[config.mk]
export PLATFORM = sky130hd
export DESIGN_NAME = load_store_unit
export DESIGN_NICKNAME = d
export VERILOG_FILES = /design/src/rtl/lsu_pkg.sv /design/src/rtl/lsu_align.sv /design/src/rtl/load_store_unit.sv
export SDC_FILE = /design/constraint.sdc
export NUM_CORES = 1
export LEC_CHECK = 0
export BUFFER_PORTS_ARGS = -buffer_cell sky130_fd_sc_hd__buf_4
export CAP_MARGIN = 10
export CORE_ASPECT_RATIO = 1.75
export CORE_MARGIN = 5
export CORE_UTILIZATION = 46
export DETAILED_ROUTE_END_ITERATION = 16
export HOLD_SLACK_MARGIN = 0.05
export PLACE_DENSITY = 0.81
export SKIP_CTS_REPAIR_TIMING = 1
export SYNTH_ARGS = -nofsm -noshare
export SYNTH_HDL_FRONTEND = slang
export SYNTH_SLANG_ARGS = --single-unit
[constraint.sdc]
create_clock -name clk -period 1.9 [get_ports clk]
set_input_delay 0.38 -clock clk [delete_from_list [all_inputs] [get_ports clk]]
set_output_delay 0.38 -clock clk [all_outputs]
set_load 0.03 [all_outputs]
[src/rtl/lsu_pkg.sv]
// Shared definitions for the load/store unit: access-size encoding and FSM state constants.
package lsu_pkg;

    localparam logic [1:0] SZ_WORD    = 2'b00;
    localparam logic [1:0] SZ_HALF    = 2'b01;
    localparam logic [1:0] SZ_BYTE    = 2'b10;
    localparam logic [1:0] SZ_ILLEGAL = 2'b11;

    typedef logic [1:0] lsu_state_t;

    localparam lsu_state_t StIdle   = 2'd0;
    localparam lsu_state_t StAccess = 2'd1;
    localparam lsu_state_t StSplit  = 2'd2;
    localparam lsu_state_t StResp   = 2'd3;

endpackage

[src/rtl/lsu_align.sv]
// Alignment helper: classifies an incoming request and applies the final load extension.
module lsu_align
    import lsu_pkg::*;
(
    input  logic [1:0]  req_size,
    input  logic [1:0]  req_addr_lo,
    input  logic [1:0]  size_q,
    input  logic        signed_q,
    input  logic        split_q,
    input  logic [31:0] raw_data,
    output logic        misaligned,
    output logic [2:0]  beats,
    output logic [31:0] load_data
);

    always_comb begin
        misaligned = ((req_size == SZ_WORD) && (req_addr_lo != 2'b00)) ||
                     ((req_size == SZ_HALF) && req_addr_lo[0]);
        unique case (req_size)
            SZ_WORD: beats = 3'd4;
            SZ_HALF: beats = 3'd2;
            default: beats = 3'd1;
        endcase
    end

    // Aligned loads arrive already extended by the memory; only assembled halves need it here.
    always_comb begin
        load_data = raw_data;
        if (split_q && (size_q == SZ_HALF)) begin
            load_data = signed_q ? {{16{raw_data[15]}}, raw_data[15:0]}
                                 : {16'h0000, raw_data[15:0]};
        end
    end

endmodule

[src/rtl/load_store_unit.sv]
// Load/store unit: aligned accesses take one memory cycle, misaligned ones are split into byte beats.
module load_store_unit
    import lsu_pkg::*;
#(
    parameter int unsigned ADDR_W = 8
) (
    input  logic              clk,
    input  logic              rst_n,
    input  logic              req_valid,
    output logic              req_ready,
    input  logic              req_write,
    input  logic [1:0]        req_size,
    input  logic              req_signed,
    input  logic [ADDR_W-1:0] req_addr,
    input  logic [31:0]       req_wdata,
    output logic              rsp_valid,
    output logic [31:0]       rsp_rdata,
    output logic              rsp_err,
    output logic              mem_fetch_phase,
    output logic              mem_read,
    output logic              mem_write,
    output logic [1:0]        mem_au_sel,
    output logic              mem_signed,
    output logic [ADDR_W-1:0] mem_addr,
    output logic [31:0]       mem_wdata,
    input  logic [31:0]       mem_rdata
);

    lsu_state_t        state_q, state_d;
    logic              write_q, signed_q, split_q;
    logic [1:0]        size_q, beat_q, last_q;
    logic [ADDR_W-1:0] addr_q;
    logic [31:0]       wdata_q, result_q;

    logic              misaligned;
    logic [2:0]        beats;
    logic [31:0]       load_data;
    logic              accept;

    assign accept = (state_q == StIdle) && req_valid;

    lsu_align u_align (
        .req_size    (req_size),
        .req_addr_lo (req_addr[1:0]),
        .size_q      (size_q),
        .signed_q    (signed_q),
        .split_q     (split_q),
        .raw_data    (result_q),
        .misaligned  (misaligned),
        .beats       (beats),
        .load_data   (load_data)
    );

    always_comb begin
        state_d = state_q;
        unique case (state_q)
            StIdle: begin
                if (req_valid) begin
                    if (req_size == SZ_ILLEGAL) state_d = StResp;
                    else if (misaligned)        state_d = StSplit;
                    else                        state_d = StAccess;
                end
            end
            StAccess: state_d = StResp;
            StSplit:  if (beat_q == last_q) state_d = StResp;
            StResp:   state_d = StIdle;
            default:  state_d = StIdle;
        endcase
    end

    always_ff @(posedge clk or negedge rst_n) begin
        if (!rst_n) begin
            state_q  <= StIdle;
            write_q  <= 1'b0;
            signed_q <= 1'b0;
            split_q  <= 1'b0;
            size_q   <= SZ_WORD;
            beat_q   <= 2'd0;
            last_q   <= 2'd0;
            addr_q   <= '0;
            wdata_q  <= 32'h0;
            result_q <= 32'h0;
        end else begin
            state_q <= state_d;
            if (accept) begin
                write_q  <= req_write;
                signed_q <= req_signed;
                split_q  <= misaligned;
                size_q   <= req_size;
                beat_q   <= 2'd0;
                last_q   <= 2'(beats - 3'd1);
                addr_q   <= req_addr;
                wdata_q  <= req_wdata;
                result_q <= 32'h0;
            end else if (state_q == StAccess) begin
                if (!write_q) result_q <= mem_rdata;
            end else if (state_q == StSplit) begin
                if (!write_q) result_q[{beat_q, 3'b000} +: 8] <= mem_rdata[7:0];
                beat_q <= (beat_q == last_q) ? 2'd0 : beat_q + 2'd1;
            end
        end
    end

    // All outputs decode from registered state only, so reset forces them immediately.
    always_comb begin
        req_ready       = 1'b0;
        mem_fetch_phase = 1'b0;
        mem_read        = 1'b0;
        mem_write       = 1'b0;
        mem_au_sel      = SZ_WORD;
        mem_signed      = 1'b0;
        mem_addr        = '0;
        mem_wdata       = 32'h0;
        rsp_valid       = 1'b0;
        rsp_rdata       = 32'h0;
        rsp_err         = 1'b0;
        unique case (state_q)
            StIdle: begin
                req_ready       = 1'b1;
                mem_fetch_phase = 1'b1;
            end
            StAccess: begin
                mem_read   = !write_q;
                mem_write  = write_q;
                mem_au_sel = size_q;
                mem_signed = signed_q;
                mem_addr   = addr_q;
                mem_wdata  = wdata_q;
            end
            StSplit: begin
                mem_read   = !write_q;
                mem_write  = write_q;
                mem_au_sel = SZ_BYTE;
                mem_addr   = addr_q + ADDR_W'(beat_q);
                mem_wdata  = {24'h0, wdata_q[{beat_q, 3'b000} +: 8]};
            end
            StResp: begin
                rsp_valid = 1'b1;
                rsp_err   = (size_q == SZ_ILLEGAL);
                rsp_rdata = (write_q || (size_q == SZ_ILLEGAL)) ? 32'h0 : load_data;
            end
            default: ;
        endcase
    end

endmodule

# ---- Word level (Yosys, flattened, before mapping)
# Index checks and enable logic that the tools add are counted.
# W data, S select, Z words.
dict set report totals {
  reg_bits 83
}
dict set report classes {
  n_addsub 4
  n_eq_ne 13
  n_shift 3
  n_mux 29
  n_reduce_logical 16
}
# op n
set op_table {}
lappend op_table {{$mux W32} 9}
lappend op_table {{$pmux W32 S2} 1}
lappend op_table {{$bwmux W32} 1}
lappend op_table {{$shift A8 B7 Y32 const A} 1}
lappend op_table {{$shiftx A32 B6 Y8} 1}
lappend op_table {{$shiftx A8 B7 Y32} 1}
lappend op_table {{$mux W2} 8}
lappend op_table {{$pmux W8 S2} 1}
lappend op_table {{$add A8 B2 Y8} 1}
lappend op_table {{$eq A2 B2 Y1 const B} 4}
lappend op_table {{$pmux W2 S2} 2}
lappend op_table {{$pmux W2 S4} 1}
lappend op_table {{$neg A5 Y7} 1}
lappend op_table {{$eq A2 B1 Y1 const B} 3}
lappend op_table {{$mux W1} 6}
lappend op_table {{$ne A3 B3 Y1 const B} 2}
lappend op_table {{$logic_and A1 B1 Y1} 4}
lappend op_table {{$logic_not A2 Y1} 2}
lappend op_table {{$ne A2 B2 Y1 const B} 2}
lappend op_table {{$reduce_and A2 Y1} 2}
lappend op_table {{$reduce_bool A2 Y1} 2}
lappend op_table {{$reduce_and A3 Y1} 1}
lappend op_table {{$reduce_bool A3 Y1} 1}
lappend op_table {{$add A2 B1 Y2 const B} 1}
lappend op_table {{other kinds (6)} 7}

# ---- Logic depth before layout (Yosys ltp)
dict set report logic_depth {
  ltp_word 7
  mapped_depth 9
  ltp_nobuf 6
}

# ---- By module
# From an unflattened synthesis, not the netlist that was laid out.
dict set report unflattened {
  hier_cells 585
  area_unflattened_um2 5402.7
}
# mod instances cells_each area_each_um2
set modules_own_cells {}
lappend modules_own_cells {load_store_unit 1 526 4986.0}
lappend modules_own_cells {lsu_align 1 59 416.6}

# ---- Least setup slack after synthesis
# Ideal clock, no wire load.
dict set report synth_path {
  path_kind {register to output}
  startpoint {register state_q[0]}
  endpoint {output mem_addr[3]}
  arrival_time_ps 2046
  t_required_ps 1520
  setup_slack_ps -526
  path_stages_with_launch 8
  cell_sequence {dfrtp_1 > inv_1 > ha_1 > clkbuf_1 > and2_1 > buf_2 > nand3_1 > o21ai_0}
}
dict set report synth_via {
  elab_chain_cells 2
}
# element line
set synth_lines {}
lappend synth_lines {{from (decl)} load_store_unit.sv:29} ;# lsu_state_t state_q, state_d;
lappend synth_lines {{from (signal assigned)} load_store_unit.sv:73} ;# state_q <= StIdle;
lappend synth_lines {{from (signal assigned)} load_store_unit.sv:84} ;# state_q <= state_d;
lappend synth_lines {{$eq A2 B2 Y1 / $eq A2 B1 Y1 (equally long branches)} load_store_unit.sv:117} ;# unique case (state_q)
lappend synth_lines {{$pmux W8 S2 *} load_store_unit.sv:117}
lappend synth_lines {{to (decl)} load_store_unit.sv:24} ;# output logic [ADDR_W-1:0] mem_addr,
# Mark *: on every way between the ends. The rest lies on a longest branch, timed or not.

# ---- Final worst setup path
dict set report layout_path {
  startpoint {register beat_q[0]}
  endpoint {output mem_addr[7]}
}
dict set report layout_via {
  elab_chain_cells 2
}
# element line
set layout_lines {}
lappend layout_lines {{from (decl)} load_store_unit.sv:31} ;# logic [1:0] size_q, beat_q, last_q;
lappend layout_lines {{from (signal assigned)} load_store_unit.sv:99} ;# beat_q <= (beat_q == last_q) ? 2'd0 : beat_q + 2'd1;
lappend layout_lines {{$add A8 B2 Y8} load_store_unit.sv:134} ;# mem_addr = addr_q + ADDR_W'(beat_q);
lappend layout_lines {{$pmux W8 S2} load_store_unit.sv:117}
# No other way between the ends.

==> impl_results.rst <==
.. list-table::
   :header-rows: 1

   * - Metric
     - Value
   * - Time the worst path needs with I/O delays and setup
     - 2390 ps
   * - CP startpoint
     - beat_q[0]$_DFFE_PN0P_
   * - Number of enable-type register cells in the synthesized netlist
     - 0
   * - Leading post-synthesis cells by cell area
     - dfrtp_1 44%, nand2_1 15%, and2_1 6.1%
   * - Max-slew headroom
     - 67.9%
   * - Die Span X
     - 86.7 um
   * - Average instance area after synthesis
     - 8.69 sq um
   * - Class of the most critical hold timing path
     - input pin to flip-flop
   * - Slack of the critical path
     - -491 ps
   * - Final weighted congestion in routability-driven placement
     - 0.902
   * - Register bit count reported by yosys
     - slightly above 80
   * - Post-DR wirelength/cell
     - 20.2 um
   * - Count of yosys warnings during synthesis
     - 0
   * - Antenna Diode Count
     - 0
   * - Power Density
     - ~1700 nW/um^2
   * - Area Overhead vs Synth
     - 62.2%
   * - Wire length of the first global-routing pass
     - between 20000 and 25000 um
   * - Routed vias/inst
     - around 5.7
   * - Chip height
     - 144 um
   * - Post-route non-filler standard cell count
     - 870
   * - Pins over their slew limit
     - 0
   * - Async SR Flop Fraction
     - between 90% and 100%
   * - H-tree lvl count
     - 3
   * - Site Rows
     - 49
   * - Clock tree buffer depth
     - 2
   * - Max Clock Freq
     - 418 MHz
   * - Startpoint Class
     - flip-flop
   * - Clock latency on the worst-skew pair
     - 330 ps
   * - Critical path class
     - flip-flop to primary output
   * - TritonCTS clock tree
     - yes
   * - CP arrival
     - approximately 2000 ps
   * - Slew @ Worst Pin
     - 481 ps
   * - GRT Total Usage
     - 24.5%
   * - Total Routed Length
     - between 15000 and 20000 um
   * - Total leakage power
     - approximately 0.0036 uW
   * - Number of global-route vias before repair
     - 4769
   * - Initial DRC count
     - 187
   * - Vias post-DR
     - 4969
   * - Sequential share of the synthesized area
     - around 44%
   * - Post-synth top cells
     - 187 x nand2_1, 83 x dfrtp_1, 46 x and2_1
   * - Required time at the endpoint of the critical path
     - approximately 1500 ps
   * - Remaining global-route overflow
     - 0
   * - Clock tree skew after final layout
     - just under 6 ps
   * - Maximum number of pins on one net before global-route repair
     - 52
   * - Cell-internal power
     - 7320 uW
   * - Net load switching power
     - 5810 uW
   * - Placeable core region
     - 10200 sq um
   * - Fraction of power spent switching nets
     - 44.2%
   * - Cell count of the worst hold path
     - 3
   * - Synthesized area
     - between 4000 and 5000 sq um
   * - Violated checks
     - negative setup slack
   * - Synthesized net count
     - 635
   * - Inst Count DP
     - 830
   * - Fraction of the cycle the final worst path needs
     - 126%
   * - Detail Placement HPWL
     - 11800 um
   * - Library cells used by synthesis
     - 47
   * - Worst Reg-to-Reg Cells
     - 10
   * - Post-synthesis cell type with the largest combined area
     - dfrtp_1
   * - Endpoints failing hold
     - 0
   * - Post-layout net count
     - 829
   * - Clk sink count
     - 83
   * - Setup repair after global routing missed its margin
     - true
   * - DRC violation count after routing
     - 0
   * - Top_reg_cell synth
     - dfrtp_1
   * - Yosys top cell area share
     - 43.9%
   * - Final setup violating endpoints
     - 92
   * - Peak supply drop
     - approximately 1.1 mV
   * - Buffers added on ports
     - around 160
   * - Initial core utilization
     - 46.5%
   * - HP Start
     - req_wdata[9]
   * - Area of the die
     - 12500 sq um
   * - Number of placed I/O pins
     - 160
   * - Max_cap viols
     - 0
   * - Number of buffers created by CTS
     - 9
   * - Overall power
     - 13100 uW
   * - Type of element capturing the critical path
     - primary output
   * - Outcome
     - complete, but fails checks
   * - Routed Antenna Nets
     - 0
   * - Clock share of power
     - 14.4%
   * - Combinational power share
     - 61.2%
   * - Number of antenna violations at the first check in global routing
     - 0
   * - Startpoint of the lowest-slack register-to-register path
     - beat_q[0]$_DFFE_PN0P_
   * - Seq pwr share
     - around a quarter
   * - Cell with the most instances after synthesis
     - nand2_1
   * - Layout cells sized above 1
     - about half
   * - Pre-Repair DR Iteration Count
     - 4
   * - Clock edge transition at the registers on the reported setup and hold paths
     - 60 ps
   * - Synthesized instance count
     - 544
   * - Root cell of the clock tree
     - clkbuf_16
   * - Max FO, Critical Path
     - 3
-- cell type report --
cell class                      instances  area [sq um]
Tap cell                              127           159
Multi-Input combinational cell        409          2940
Fill cell                             687          2500
Sequential cell                        83          2080
Clock buffer                           10           239
Timing Repair Buffer                  218          2100
Inverter                               17          71.3
Clock inverter                          6          88.8
-- critical path, cell delays in order (launching register included) --
cell     delay, ps
dfrtp_1        430
ha_2           240
a21o_1         150
nand4_1        130
or4_4          530
nand3_4         80
buf_6          130
-- worst paths after layout --
| check | end | slack, ps |
|---|---|---|
| worst max register to register | result_q[15]$_DFFE_PN0P_ | -220 |
| worst min register to register | result_q[13]$_DFFE_PN0P_ | 470 |
| worst max-delay path | mem_addr[7] | -490 |
| max in group asynchronous | result_q[29]$_DFFE_PN0P_ | 940 |
| worst min-delay path | wdata_q[9]$_DFFE_PN0P_ | 230 |
| min in group asynchronous | wdata_q[31]$_DFFE_PN0P_ | 410 |
-- metrics by stage --
| step | util [%] | worst slack, ps | TNS [ps] | area [sq um] | hold slack (ps) |
|---|---|---|---|---|---|
| 6_report | 75.4 | -491 | -21220 | 7670 | 230 |
| 2_1_floorplan | - | -84.7 | -862 | 4940 | 84.4 |
| 5_1_grt | 75.4 | -554 | -25910 | 7670 | 237 |
| 3_3_place_gp | 62.8 | -93.6 | -1540 | 6390 | 211 |
| 4_1_cts | 66.0 | -496 | -25630 | 6720 | -144 |
| 3_5_place_dp | 62.8 | -181 | -4220 | 6390 | 213 |
-- cell families (layout without fill, tap and decap cells) --
group / count (synthesis) / count (layout) / share of synthesized area, %
adder cells (fa/ha/maj): 12 / 12 / 3.33
AND/OR/NAND/NOR: 264 / 265 / 25.4
XOR/XNOR: 4 / 4 / 0.741
flip-flops: 83 / 83 / 43.9
multiplexers: 8 / 8 / 3.97
buffers and inverters: 53 / 251 / 5.69
AO/OA/AOI/OAI: 120 / 120 / 17.0
-- layer usage --
metal	up-vias	routed length (um)	GRT usage, %
met5	-	0	0
met3	68	1290	5.13
met2	241	9550	46.2
met1	2439	5570	25.3
li1	2221	-	-
met4	0	1130	11.4
-- sequential cells by signal, summed over array words and instances, names as in the netlist --
signal / count
result_q: 32
wdata_q: 32
addr_q: 8
beat_q: 2
last_q: 2
size_q: 2
state_q: 2
signed_q: 1
split_q: 1
write_q: 1
-- cell usage in the layout, fill, tap and decap left out, types with 5 or more instances in the layout --
master	Yosys	routed
buf_12	0	5
a22o_1	8	7
and2_1	46	6
buf_6	4	85
ha_4	0	6
a22oi_1	26	24
mux4_2	6	8
o31ai_2	0	5
a21oi_4	0	16
clkbuf_16	0	13
and2_4	0	39
o21ai_1	17	18
dfrtp_1	83	81
buf_4	3	122
o31ai_1	11	6
inv_1	17	12
a21oi_1	24	6
nand2_1	187	186
o21ai_2	9	11
-- power by group through the flow --
| stage | clock, uW | combinational, uW | sequential, uW |
|---|---|---|---|
| final | 1890 | 8030 | 3210 |
| after global routing | 1980 | 8550 | 3280 |
| after CTS | 1910 | 6190 | 3090 |
| after detailed placement | 0 | 6150 | 3120 |
| after global placement | 0 | 5990 | 3090 |
| after floorplan | 0 | 4260 | 2910 |
Power figures use the tool's default switching activity.
